===== src/rtl/evr_map_pkg.sv =====
// ---------------------------------------------------------------------------
// evr_map_pkg
// Shared constants and types for the event mapping RAM controller.
//   CODE_W    : event code width; RAM address is {bank, code}.
//   DATA_W    : mapping word width.
//   ADDR_W    : RAM address width (bank bit + code).
//   NULL_CODE : the "no event" code, never produces a valid map word.
//   map_state_e : controller FSM states.
// ---------------------------------------------------------------------------
package evr_map_pkg;

    localparam int CODE_W = 8;
    localparam int DATA_W = 16;
    localparam int ADDR_W = CODE_W + 1;

    localparam logic [CODE_W-1:0] NULL_CODE = '0;
    localparam logic [CODE_W-1:0] CODE_ONE  = CODE_W'(1);
    localparam logic [CODE_W-1:0] CODE_MAX  = '1;

    // IDLE    : host writes go straight to the RAM write port.
    // CLEAR   : zero-fill of the latched bank, one word per cycle.
    // PEND_WR : clear finished; flush the buffered host write (if any).
    typedef enum logic [1:0] {
        IDLE    = 2'd0,
        CLEAR   = 2'd1,
        PEND_WR = 2'd2
    } map_state_e;

endpackage


===== src/rtl/evr_map_lookup_pipe.sv =====
// ---------------------------------------------------------------------------
// evr_map_lookup_pipe
// Three-stage event-code lookup into the mapping RAM read port.
//   clk_i, rst_n_i       : event clock, async active-low reset.
//   ram_enable_i         : gates the output at the final stage.
//   lookup_bank_i        : bank for the lookup, sampled with the code.
//   event_code_i         : received event code, one per cycle.
//   ram_we_i/waddr/wdata : current RAM write port, used for bypass.
//   ram_raddr_o          : registered read address {bank, code}.
//   ram_rdata_i          : RAM read data, one cycle after the address.
//   map_out_o            : mapped word, 3 cycles after the code.
//   map_valid_o          : map_out_o holds a lookup of a non-zero code.
// ---------------------------------------------------------------------------
module evr_map_lookup_pipe
    import evr_map_pkg::*;
(
    input  logic              clk_i,
    input  logic              rst_n_i,
    input  logic              ram_enable_i,
    input  logic              lookup_bank_i,
    input  logic [CODE_W-1:0] event_code_i,
    input  logic              ram_we_i,
    input  logic [ADDR_W-1:0] ram_waddr_i,
    input  logic [DATA_W-1:0] ram_wdata_i,
    output logic [ADDR_W-1:0] ram_raddr_o,
    input  logic [DATA_W-1:0] ram_rdata_i,
    output logic [DATA_W-1:0] map_out_o,
    output logic              map_valid_o
);

    logic              s1_nz;
    logic              s2_nz;
    logic              s2_byp;
    logic [DATA_W-1:0] s2_byp_data;

    always_ff @(posedge clk_i or negedge rst_n_i) begin
        if (!rst_n_i) begin
            ram_raddr_o <= '0;
            s1_nz       <= 1'b0;
            s2_nz       <= 1'b0;
            s2_byp      <= 1'b0;
            s2_byp_data <= '0;
            map_out_o   <= '0;
            map_valid_o <= 1'b0;
        end else begin
            // Stage 1: present the read address.
            ram_raddr_o <= {lookup_bank_i, event_code_i};
            s1_nz       <= (event_code_i != NULL_CODE);

            // Stage 2: the RAM is read-first, so a write landing on the
            // address being read this cycle would return stale data.
            // Remember the write so the final stage can substitute it.
            s2_nz       <= s1_nz;
            s2_byp      <= ram_we_i && (ram_waddr_i == ram_raddr_o);
            s2_byp_data <= ram_wdata_i;

            // Stage 3: gate and register the result.
            if (ram_enable_i && s2_nz) begin
                map_out_o   <= s2_byp ? s2_byp_data : ram_rdata_i;
                map_valid_o <= 1'b1;
            end else begin
                map_out_o   <= '0;
                map_valid_o <= 1'b0;
            end
        end
    end

endmodule


===== src/rtl/evr_mapram_ctrl.sv =====
// ---------------------------------------------------------------------------
// evr_mapram_ctrl
// Controller for the two-bank event mapping RAM (external dual-port RAM).
// Owns the write port (host writes with auto-increment pointer, full-bank
// clear sequencer) and drives the read port for per-cycle event lookups.
//   clk_i, rst_n_i   : event clock, async active-low reset.
//   ram_enable_i     : lookup enable; 0 forces map output to zero.
//   lookup_bank_i    : bank used for lookups.
//   host_bank_i      : bank targeted by host writes and clears.
//   clear_req_i      : level; rising edge starts a bank clear.
//   wraddr_autoi_i   : 1 = host write address comes from the pointer.
//   wraddr_reset_i   : pulse; pointer back to 0.
//   wraddr_i/wrdata_i/wr_strobe_i : host write request.
//   event_code_i     : received event code.
//   ram_*            : RAM read/write ports.
//   map_out_o/map_valid_o : lookup result.
//   clear_ready_o    : 1 = no clear in progress.
//   wr_pending_o     : a host write is buffered behind a clear.
//   wr_drop_o        : sticky, a host write was lost.
//   fsm_state_o      : debug view of the controller state.
//
// Host write handshake: wr_strobe_i is a single-cycle request with no
// ready/backpressure. In IDLE it is written on the next cycle. During a
// clear one request is buffered and written right after the clear; any
// further request while one is buffered is dropped and flagged.
// ---------------------------------------------------------------------------
module evr_mapram_ctrl
    import evr_map_pkg::*;
(
    input  logic              clk_i,
    input  logic              rst_n_i,
    input  logic              ram_enable_i,
    input  logic              lookup_bank_i,
    input  logic              host_bank_i,
    input  logic              clear_req_i,
    input  logic              wraddr_autoi_i,
    input  logic              wraddr_reset_i,
    input  logic [CODE_W-1:0] wraddr_i,
    input  logic [DATA_W-1:0] wrdata_i,
    input  logic              wr_strobe_i,
    input  logic [CODE_W-1:0] event_code_i,
    output logic [ADDR_W-1:0] ram_raddr_o,
    input  logic [DATA_W-1:0] ram_rdata_i,
    output logic              ram_we_o,
    output logic [ADDR_W-1:0] ram_waddr_o,
    output logic [DATA_W-1:0] ram_wdata_o,
    output logic [DATA_W-1:0] map_out_o,
    output logic              map_valid_o,
    output logic              clear_ready_o,
    output logic              wr_pending_o,
    output logic              wr_drop_o,
    output logic [1:0]        fsm_state_o
);

    map_state_e        state;
    logic [CODE_W-1:0] ptr;
    logic [CODE_W-1:0] clr_cnt;
    logic              clr_bank;
    logic              clear_req_d;
    logic [ADDR_W-1:0] pend_addr;
    logic [DATA_W-1:0] pend_data;

    logic              clear_rise;
    logic [CODE_W-1:0] eff_ptr;
    logic [CODE_W-1:0] host_code;
    logic [ADDR_W-1:0] host_addr;
    logic [CODE_W-1:0] ptr_after_wr;

    assign clear_rise   = clear_req_i & ~clear_req_d;
    // A pointer reset in the same cycle as a strobe takes effect first,
    // so the write lands at 0 and the pointer ends at 1.
    assign eff_ptr      = wraddr_reset_i ? NULL_CODE : ptr;
    assign host_code    = wraddr_autoi_i ? eff_ptr : wraddr_i;
    assign host_addr    = {host_bank_i, host_code};
    assign ptr_after_wr = wraddr_autoi_i ? (eff_ptr + CODE_ONE) : eff_ptr;
    assign fsm_state_o  = state;

    always_ff @(posedge clk_i or negedge rst_n_i) begin
        if (!rst_n_i) begin
            state         <= IDLE;
            ptr           <= '0;
            clr_cnt       <= '0;
            clr_bank      <= 1'b0;
            clear_req_d   <= 1'b0;
            pend_addr     <= '0;
            pend_data     <= '0;
            ram_we_o      <= 1'b0;
            ram_waddr_o   <= '0;
            ram_wdata_o   <= '0;
            clear_ready_o <= 1'b1;
            wr_pending_o  <= 1'b0;
            wr_drop_o     <= 1'b0;
        end else begin
            clear_req_d <= clear_req_i;
            ram_we_o    <= 1'b0;

            case (state)
                IDLE: begin
                    if (clear_rise) begin
                        // Issue clear word 0 immediately; the counter
                        // then walks 1..255 in CLEAR.
                        state         <= CLEAR;
                        clr_bank      <= host_bank_i;
                        clr_cnt       <= CODE_ONE;
                        clear_ready_o <= 1'b0;
                        wr_drop_o     <= 1'b0;
                        ram_we_o      <= 1'b1;
                        ram_waddr_o   <= {host_bank_i, NULL_CODE};
                        ram_wdata_o   <= '0;
                        if (wr_strobe_i) begin
                            wr_pending_o <= 1'b1;
                            pend_addr    <= host_addr;
                            pend_data    <= wrdata_i;
                            ptr          <= ptr_after_wr;
                        end else begin
                            ptr <= eff_ptr;
                        end
                    end else if (wr_strobe_i) begin
                        ram_we_o    <= 1'b1;
                        ram_waddr_o <= host_addr;
                        ram_wdata_o <= wrdata_i;
                        ptr         <= ptr_after_wr;
                    end else begin
                        ptr <= eff_ptr;
                    end
                end

                CLEAR: begin
                    ram_we_o    <= 1'b1;
                    ram_waddr_o <= {clr_bank, clr_cnt};
                    ram_wdata_o <= '0;
                    clr_cnt     <= clr_cnt + CODE_ONE;
                    if (clr_cnt == CODE_MAX) begin
                        state <= PEND_WR;
                    end
                    if (wr_strobe_i && !wr_pending_o) begin
                        wr_pending_o <= 1'b1;
                        pend_addr    <= host_addr;
                        pend_data    <= wrdata_i;
                        ptr          <= ptr_after_wr;
                    end else begin
                        if (wr_strobe_i) begin
                            wr_drop_o <= 1'b1;
                        end
                        ptr <= eff_ptr;
                    end
                end

                PEND_WR: begin
                    // The last clear word is on the port this cycle, so
                    // whatever is registered here follows it directly.
                    // The pointer reset of the clear wins over any
                    // increment requested in this cycle.
                    state         <= IDLE;
                    clear_ready_o <= 1'b1;
                    ptr           <= '0;
                    wr_pending_o  <= 1'b0;
                    if (wr_pending_o) begin
                        ram_we_o    <= 1'b1;
                        ram_waddr_o <= pend_addr;
                        ram_wdata_o <= pend_data;
                        if (wr_strobe_i) begin
                            wr_drop_o <= 1'b1;
                        end
                    end else if (wr_strobe_i) begin
                        ram_we_o    <= 1'b1;
                        ram_waddr_o <= host_addr;
                        ram_wdata_o <= wrdata_i;
                    end
                end

                default: state <= IDLE;
            endcase
        end
    end

    evr_map_lookup_pipe u_lookup (
        .clk_i         (clk_i),
        .rst_n_i       (rst_n_i),
        .ram_enable_i  (ram_enable_i),
        .lookup_bank_i (lookup_bank_i),
        .event_code_i  (event_code_i),
        .ram_we_i      (ram_we_o),
        .ram_waddr_i   (ram_waddr_o),
        .ram_wdata_i   (ram_wdata_o),
        .ram_raddr_o   (ram_raddr_o),
        .ram_rdata_i   (ram_rdata_i),
        .map_out_o     (map_out_o),
        .map_valid_o   (map_valid_o)
    );

endmodule

===== config.mk =====
export PLATFORM = sky130hd
export DESIGN_NAME = evr_mapram_ctrl
export DESIGN_NICKNAME = d
export VERILOG_FILES = /design/src/rtl/evr_map_pkg.sv /design/src/rtl/evr_map_lookup_pipe.sv /design/src/rtl/evr_mapram_ctrl.sv
export SDC_FILE = /design/constraint.sdc
export NUM_CORES = 1
export LEC_CHECK = 0
export BUFFER_PORTS_ARGS = -buffer_cell sky130_fd_sc_hd__buf_2
export CAP_MARGIN = 20
export CORE_ASPECT_RATIO = 0.6
export CORE_MARGIN = 2
export CORE_UTILIZATION = 58
export CTS_CLUSTER_DIAMETER = 150
export DETAILED_ROUTE_END_ITERATION = 10
export PLACE_DENSITY = 0.84
export REMOVE_ABC_BUFFERS = 1
export SYNTH_ARGS = -nofsm -noshare
export SYNTH_HDL_FRONTEND = slang
export SYNTH_SLANG_ARGS = --single-unit

===== constraint.sdc =====
create_clock -name clk_i -period 4.85 [get_ports clk_i]
set_input_delay 0.97 -clock clk_i [delete_from_list [all_inputs] [get_ports clk_i]]
set_output_delay 0.97 -clock clk_i [all_outputs]
set_load 0.02 [all_outputs]

==> results of run 1 <==
==> worst min path at each step <==
stage                   startpoint              to  slack (ps)  depth (start not counted)
finish              u_lookup.s1_nz  u_lookup.s2_nz         350                          0
global route        u_lookup.s1_nz  u_lookup.s2_nz         360                          0
CTS                 u_lookup.s1_nz  u_lookup.s2_nz         350                          0
detailed placement  u_lookup.s1_nz  u_lookup.s2_nz         340                          0
global placement    u_lookup.s1_nz  u_lookup.s2_nz         330                          0
floorplan           u_lookup.s1_nz  u_lookup.s2_nz         330                          0
==> metrics by stage <==
step | hold WS, ps | worst slack [ps] | area (sq um) | util [%] | power (W)
final | 352 | 2040 | 6600 | 76.0 | 0.00371
after floorplan | 331 | 2160 | 5130 | - | 0.00188
after CTS | 354 | 2000 | 6560 | 75.5 | 0.00366
after global routing | 357 | 1840 | 6600 | 76.0 | 0.00384
after detailed placement | 342 | 1920 | 5870 | 67.5 | 0.00218
after global placement | 335 | 1970 | 5870 | 67.5 | 0.00213
==> power breakdown <==
| part | total [W] | switching [W] | leakage [nW] | internal [W] |
|---|---|---|---|---|
| Clock | 0.00149 | 0.000460 | 0.330 | 0.00103 |
| Sequential | 0.00140 | 0.000185 | 1.52 | 0.00121 |
| Combinational | 0.000817 | 0.000478 | 1.19 | 0.000339 |
| Total | 0.00371 | 0.00112 | 3.04 | 0.00258 |
==> cells by family after synthesis <==
family | count (synthesis) | synth area share (%)
compound gates | 117 | 17.0
xor+xnor | 14 | 2.32
mux | 47 | 9.43
simple gates | 107 | 9.74
flops | 119 | 56.4
fa+ha+maj | 6 | 1.42
buf+inv | 42 | 3.67
==> cell usage in the layout, fill, tap and decap left out, drive strengths merged, types with 7 or more instances in the layout <==
cell / instances
a21oi: 14
a22oi: 22
buf: 118
bufinv: 7
clkbuf: 20
dfrtp: 118
inv: 11
mux2: 22
mux2i: 25
nand2: 26
nor2: 36
nor2b: 9
o21ai: 14
o2bb2ai: 23
xnor2: 14
==> state kept, by name (all words and copies together), names as in the netlist <==
register	count
clear_req_d	1
u_lookup.s2_byp_data	16
wr_pending_o	1
clr_cnt	8
fsm_state_o	2
u_lookup.s2_nz	1
ram_we_o	1
pend_data	16
clear_ready_o	1
clr_bank	1
ram_waddr_o	9
wr_drop_o	1
u_lookup.map_valid_o	1
u_lookup.s2_byp	1
ram_wdata_o	16
u_lookup.ram_raddr_o	9
u_lookup.s1_nz	1
u_lookup.map_out_o	16
pend_addr	9
ptr	8
==> per-layer routing <==
metal	wire length (um)	part of all wire (%)	up-vias
li1	-	-	1883
met2	6440	45	246
met1	6260	44	2133
met4	238	1.7	0
met3	1250	8.8	32
met5	0	0	-
==> cell type report <==
class	count	area, sq um
Inverter	12	45.0
Clock buffer	20	447
Clock inverter	12	248
Timing Repair Buffer	118	633
Sequential cell	119	2980
Tap cell	112	140
Fill cell	539	2080
Multi-Input combinational cell	291	2110
==> critical path, stage by stage (launching register included) <==
cell	delay, ps
dfrtp_1	450
inv_1	90
ha_1	690
and3_1	900
a22oi_1	230
o31a_1	180
o2bb2ai_1	160
==> impl_metrics.csv, run 1 <==
group,metric,value,unit
run_status,status,"completed",
detailed_routing,drt_first_pass_iters,7,
logic_synthesis,synth.top_cells.by_count,"dfrtp_1, nor2_1, nand2_1",
sta,finalClockSkew,8.25,ps
logic_synthesis,yosys.area.top_type_share,55.9,%
floorplanning,die-area,0.00991,sq mm
detailed_routing,ant_nets,0,
cts,ctsResizeCount,0,
detailed_routing,drt-initial-drc-count,585,
logic_synthesis,synth_area,0.00528,sq mm
cts,cts.clk_slew.worst_paths,60,ps
hold_path,hold_class,"register to register",
global_route,grt_pass1_wl,22100,um
critical_path,r2r_cells,6,
placement,port_buffers,113,
sta,rsz0062_at_grt,"no",
detailed_routing,vias_per_cell,6.28,
cts,numCtsBuffers,17,
detailed_routing,wl_per_cell,20.8,um
global_route,grt_start_max_net_pins,48,
logic_synthesis,ys_ff_latch,119,
sta,tns,0,ps
floorplanning,coreArea,0.00869,sq mm
cells_and_area,layout-drive-gt1-share,30.1,%
cells_and_area,area_growth,25.0,%
cts,hold_buffers,0,
logic_synthesis,ys_top_cells_by_area,"dfrtp_1, mux2i_1, mux2_2",
logic_synthesis,syn_inst,452,
critical_path,crit_type,"register to register",
critical_path,arrival,3140,ps
global_route,busiest_layer,"met2",
global_route,use_met2,43.8,%
pwr,power.leakage,3.04,nW
logic_synthesis,synth_flop_cell,"dfrtp_1",
detailed_routing,drc_errors,0,
floorplanning,num_rows,26,
cts,clkLatencyLatePin,410,ps
sta,final-setup-viol-count,0,
critical_path,crit_required,5180,ps
global_route,grt_use_met3,7.03,%
cells_and_area,nNetsFinal,622,
cts,ctsLongestPathBuffers,2,
pwr,p_per_area,561,mW/mm^2
detailed_routing,wl,14200,um
global_route,grt_pass1_vias,4119,
floorplanning,ioPinCount,114,
sta,clock.fmax,356,MHz
global_route,grt_use_met1,43.0,%
global_route,grt_usage,29.4,%
critical_path,cp-start-kind,"register",
pwr,ir_worst_vdd,0.000438,V
cells_and_area,instances_no_fill,684,
floorplanning,initial_core_util,60.8,%
logic_synthesis,synth-edff-count,0,
flow_run,cap_viol_max_count,0,
logic_synthesis,syn_avg_cell_area,11.7,sq um
critical_path,r2r-end,"ram_waddr_o[2]",
floorplanning,die_x,127,um
critical_path,endpoint_kind,"register",
placement,dp_hpwl,9350,um
critical_path,r2r_slack,2040,ps
critical_path,timing.rr.start,"fsm_state_o[0]",
logic_synthesis,async_flop_share,100,%
global_route,grt_overflow,0,
critical_path,worstSetupEndpoint,"ram_waddr_o[2]",
sta,slew_headroom,35.8,%
placement,place_inst,650,
logic_synthesis,yosysTopAreaCell,"dfrtp_1",
sta,slew_violations,0,
cts,cts.sinks,119,
sta,hold_viol,0,
logic_synthesis,yosys_warnings,0,
sta,finalCritPeriodShare,57.9,%
logic_synthesis,ys_types,56,
global_route,antenna_found_initial,0,
floorplanning,dieHeight,77.9,um
placement,gp_congestion,0.889,
cells_and_area,n_antenna_cell,0,
cts,root_buffer,"clkbuf_16",
critical_path,startpoint,"fsm_state_o[0]",
sta,worst_pin_slew,963,ps
logic_synthesis,yosysMostFrequentCell,"dfrtp_1",
detailed_routing,vias,4294,
logic_synthesis,ys_seq_area_share,56.4,%
cts,post-cts-setup-buffers,0,
cts,htreeDepth,4,
critical_path,crit_fanout,23,
cts,cts_tree,"yes",
sta,period_needed,2810,ps
(Power assumes the default switching activity.)
==> inputs of run 2 (changes only) <==
--- a/config.mk
+++ b/config.mk
@@ -9,10 +9,10 @@
 export CAP_MARGIN = 20
 export CORE_ASPECT_RATIO = 0.6
 export CORE_MARGIN = 2
-export CORE_UTILIZATION = 58
+export CORE_UTILIZATION = 49
 export CTS_CLUSTER_DIAMETER = 150
 export DETAILED_ROUTE_END_ITERATION = 10
-export PLACE_DENSITY = 0.84
+export PLACE_DENSITY = 0.76
 export REMOVE_ABC_BUFFERS = 1
 export SYNTH_ARGS = -nofsm -noshare
 export SYNTH_HDL_FRONTEND = slang
==> constraint.sdc (replaced) <==
create_clock -name clk_i -period 2.4 [get_ports clk_i]
set_input_delay 0.48 -clock clk_i [delete_from_list [all_inputs] [get_ports clk_i]]
set_output_delay 0.48 -clock clk_i [all_outputs]
set_load 0.02 [all_outputs]
==> run 2 against run 1 <==
Compared with the run above: largest power group is now sequential cells; worst setup slack worse by 1800 ps; sequential power is 100% higher; utilization is 12 points lower; fmax is 28% higher; flip-flop and latch count stayed put; highest routed layer unchanged; non-clock buffer count is 20 higher; global-route usage is 4.1 points lower; die area is 18% higher; via count is 0.23% higher.
==> impl_metrics.csv, run 2 (synthesis gave the netlist of run 1 again) <==
group,metric,value,unit
run_status,status,"completed",
critical_path,endpoint_kind,"register",
cells_and_area,layout_common_cells,"dfrtp_1, buf_2, nor2_1, nand2_1, mux2i_1",
cells_and_area,layout-drive-gt1-share,32.8,%
sta,period_needed,2200,ps
placement,dpl_worst_slack,89.1,ps
floorplanning,coreArea,0.0105,sq mm
critical_path,cp_slowest_cell,"dfrtp_1",
critical_path,crit_fanout,9,
floorplanning,dieHeight,84.4,um
detailed_routing,wl_per_cell,19.6,um
cts,root_buffer,"clkbuf_16",
global_route,grt_start_max_net_pins,46,
detailed_routing,vias,4304,
cts,ctsLongestPathBuffers,2,
sta,finalCritPeriodShare,91.6,%
cells_and_area,instances_no_fill,731,
floorplanning,ioPinCount,114,
critical_path,arrival,2540,ps
pwr,power.leakage,3.10,nW
sta,clock.fmax,455,MHz
sta,rsz0062_at_grt,"no",
global_route,grt_pass1_vias,4305,
detailed_routing,wl,14400,um
critical_path,cp_num_buf_inv,2,
cells_and_area,area_growth,26.8,%
sta,setup_ws,202,ps
pwr,ir_worst_vdd,0.000591,V
detailed_routing,ant_nets,0,
cells_and_area,layout_commonest_cell,"dfrtp_1",
flow_run,cap_viol_max_count,0,
floorplanning,num_rows,29,
pwr,power,0.00715,W
sta,finalClockSkew,6.27,ps
cts,clkLatencyLatePin,400,ps
critical_path,cp_top_family,"compound AO/OA/AOI/OAI gates",
critical_path,cp-start-kind,"register",
detailed_routing,vias_per_cell,5.89,
global_route,grt_overflow,0,
cts,post-cts-setup-buffers,0,
placement,place_inst,696,
cells_and_area,n_antenna_cell,0,
sta,hold_viol,0,
sta,slew_violations,0,
sta,worst_pin_slew,642,ps
pwr,p_per_area,1070,mW/mm^2
hold_path,hold_class,"input pin to asynchronous set/reset pin",
sta,whs,44.1,ps
cts,cts_tree,"yes",
detailed_routing,drc_errors,0,
detailed_routing,drt-initial-drc-count,490,
cells_and_area,nNetsFinal,642,
cts,numCtsBuffers,17,
placement,gp_congestion,0.872,
global_route,grt_usage,25.3,%
placement,dp_hpwl,10100,um
cts,cts.clk_slew.worst_paths,60,ps
sta,final-setup-viol-count,0,
floorplanning,initial_core_util,50.2,%
critical_path,cpPeakStageDelay,420,ps
floorplanning,die_x,138,um
critical_path,crit_chain,"inv_1 -> ha_1 -> buf_4 -> and2_1 -> o41ai_1 -> a221oi_1 -> a311o_1",
cts,ctsResizeCount,0,
cts,htreeDepth,4,
placement,port_buffers,113,
floorplanning,die-area,0.0116,sq mm
critical_path,crit_type,"register to register",
global_route,grt_pass1_wl,23100,um
cts,hold_buffers,0,
detailed_routing,drt_first_pass_iters,5,
critical_path,crit_required,2740,ps
sta,slew_headroom,57.1,%
cts,cts.sinks,119,
global_route,antenna_found_initial,0,
run 2: changes by cell type in the layout (fill, tap and decap cells not counted), moves of 2 or more:
| cell | previous run | this run |
|---|---|---|
| bufinv_16 | 7 | 2 |
| clkbuf_8 | 1 | 5 |
| clkbuf_1 | 2 | 0 |
| buf_4 | 4 | 24 |
| clkinvlp_4 | 2 | 4 |
run 2: area by class of cell:
class	count	area [sq um]
timing repair buffer	138	776
clock buffer	22	494
multi-input combinational	291	2110
fill	816	3830
inverter	12	45.0
clock inverter	10	118
tap	139	174
sequential	119	2980
run 2: per-stage QoR:
stage	area (sq um)	util, %	setup TNS [ps]
final	6700	63.6	0
after CTS	6670	63.4	0
after global routing	6700	63.6	0
after floorplan	5130	-	-6830
after global placement	6050	57.5	0
after detailed placement	6050	57.5	0
run 2: final timing paths:
path,startpoint,to,slack [ps],cells after the start
worst max-delay path,fsm_state_o[1],ptr[6],200,7
worst min-delay path,rst_n_i,u_lookup.map_out_o[4],40,1
worst max register to register,fsm_state_o[1],ptr[6],200,7
worst min register to register,u_lookup.s1_nz,u_lookup.s2_nz,350,0
max in group asynchronous,rst_n_i,pend_addr[8],1670,2
min in group clk_i,lookup_bank_i,u_lookup.ram_raddr_o[8],190,1
run 2: per-layer routing:
| metal | global-route usage (%) | up-vias | wire length [um] |
|---|---|---|---|
| met5 | 0 | - | 0 |
| met4 | 9.18 | 0 | 164 |
| met3 | 7.53 | 16 | 1350 |
| met2 | 36.3 | 230 | 6210 |
| met1 | 36.8 | 2129 | 6630 |
| li1 | - | 1929 | - |
run 2: report_power, final:
part | switching [W] | leakage [nW] | internal (W)
Combinational | 0.000994 | 1.29 | 0.000756
Clock | 0.000911 | 0.291 | 0.00167
Sequential | 0.000364 | 1.52 | 0.00246
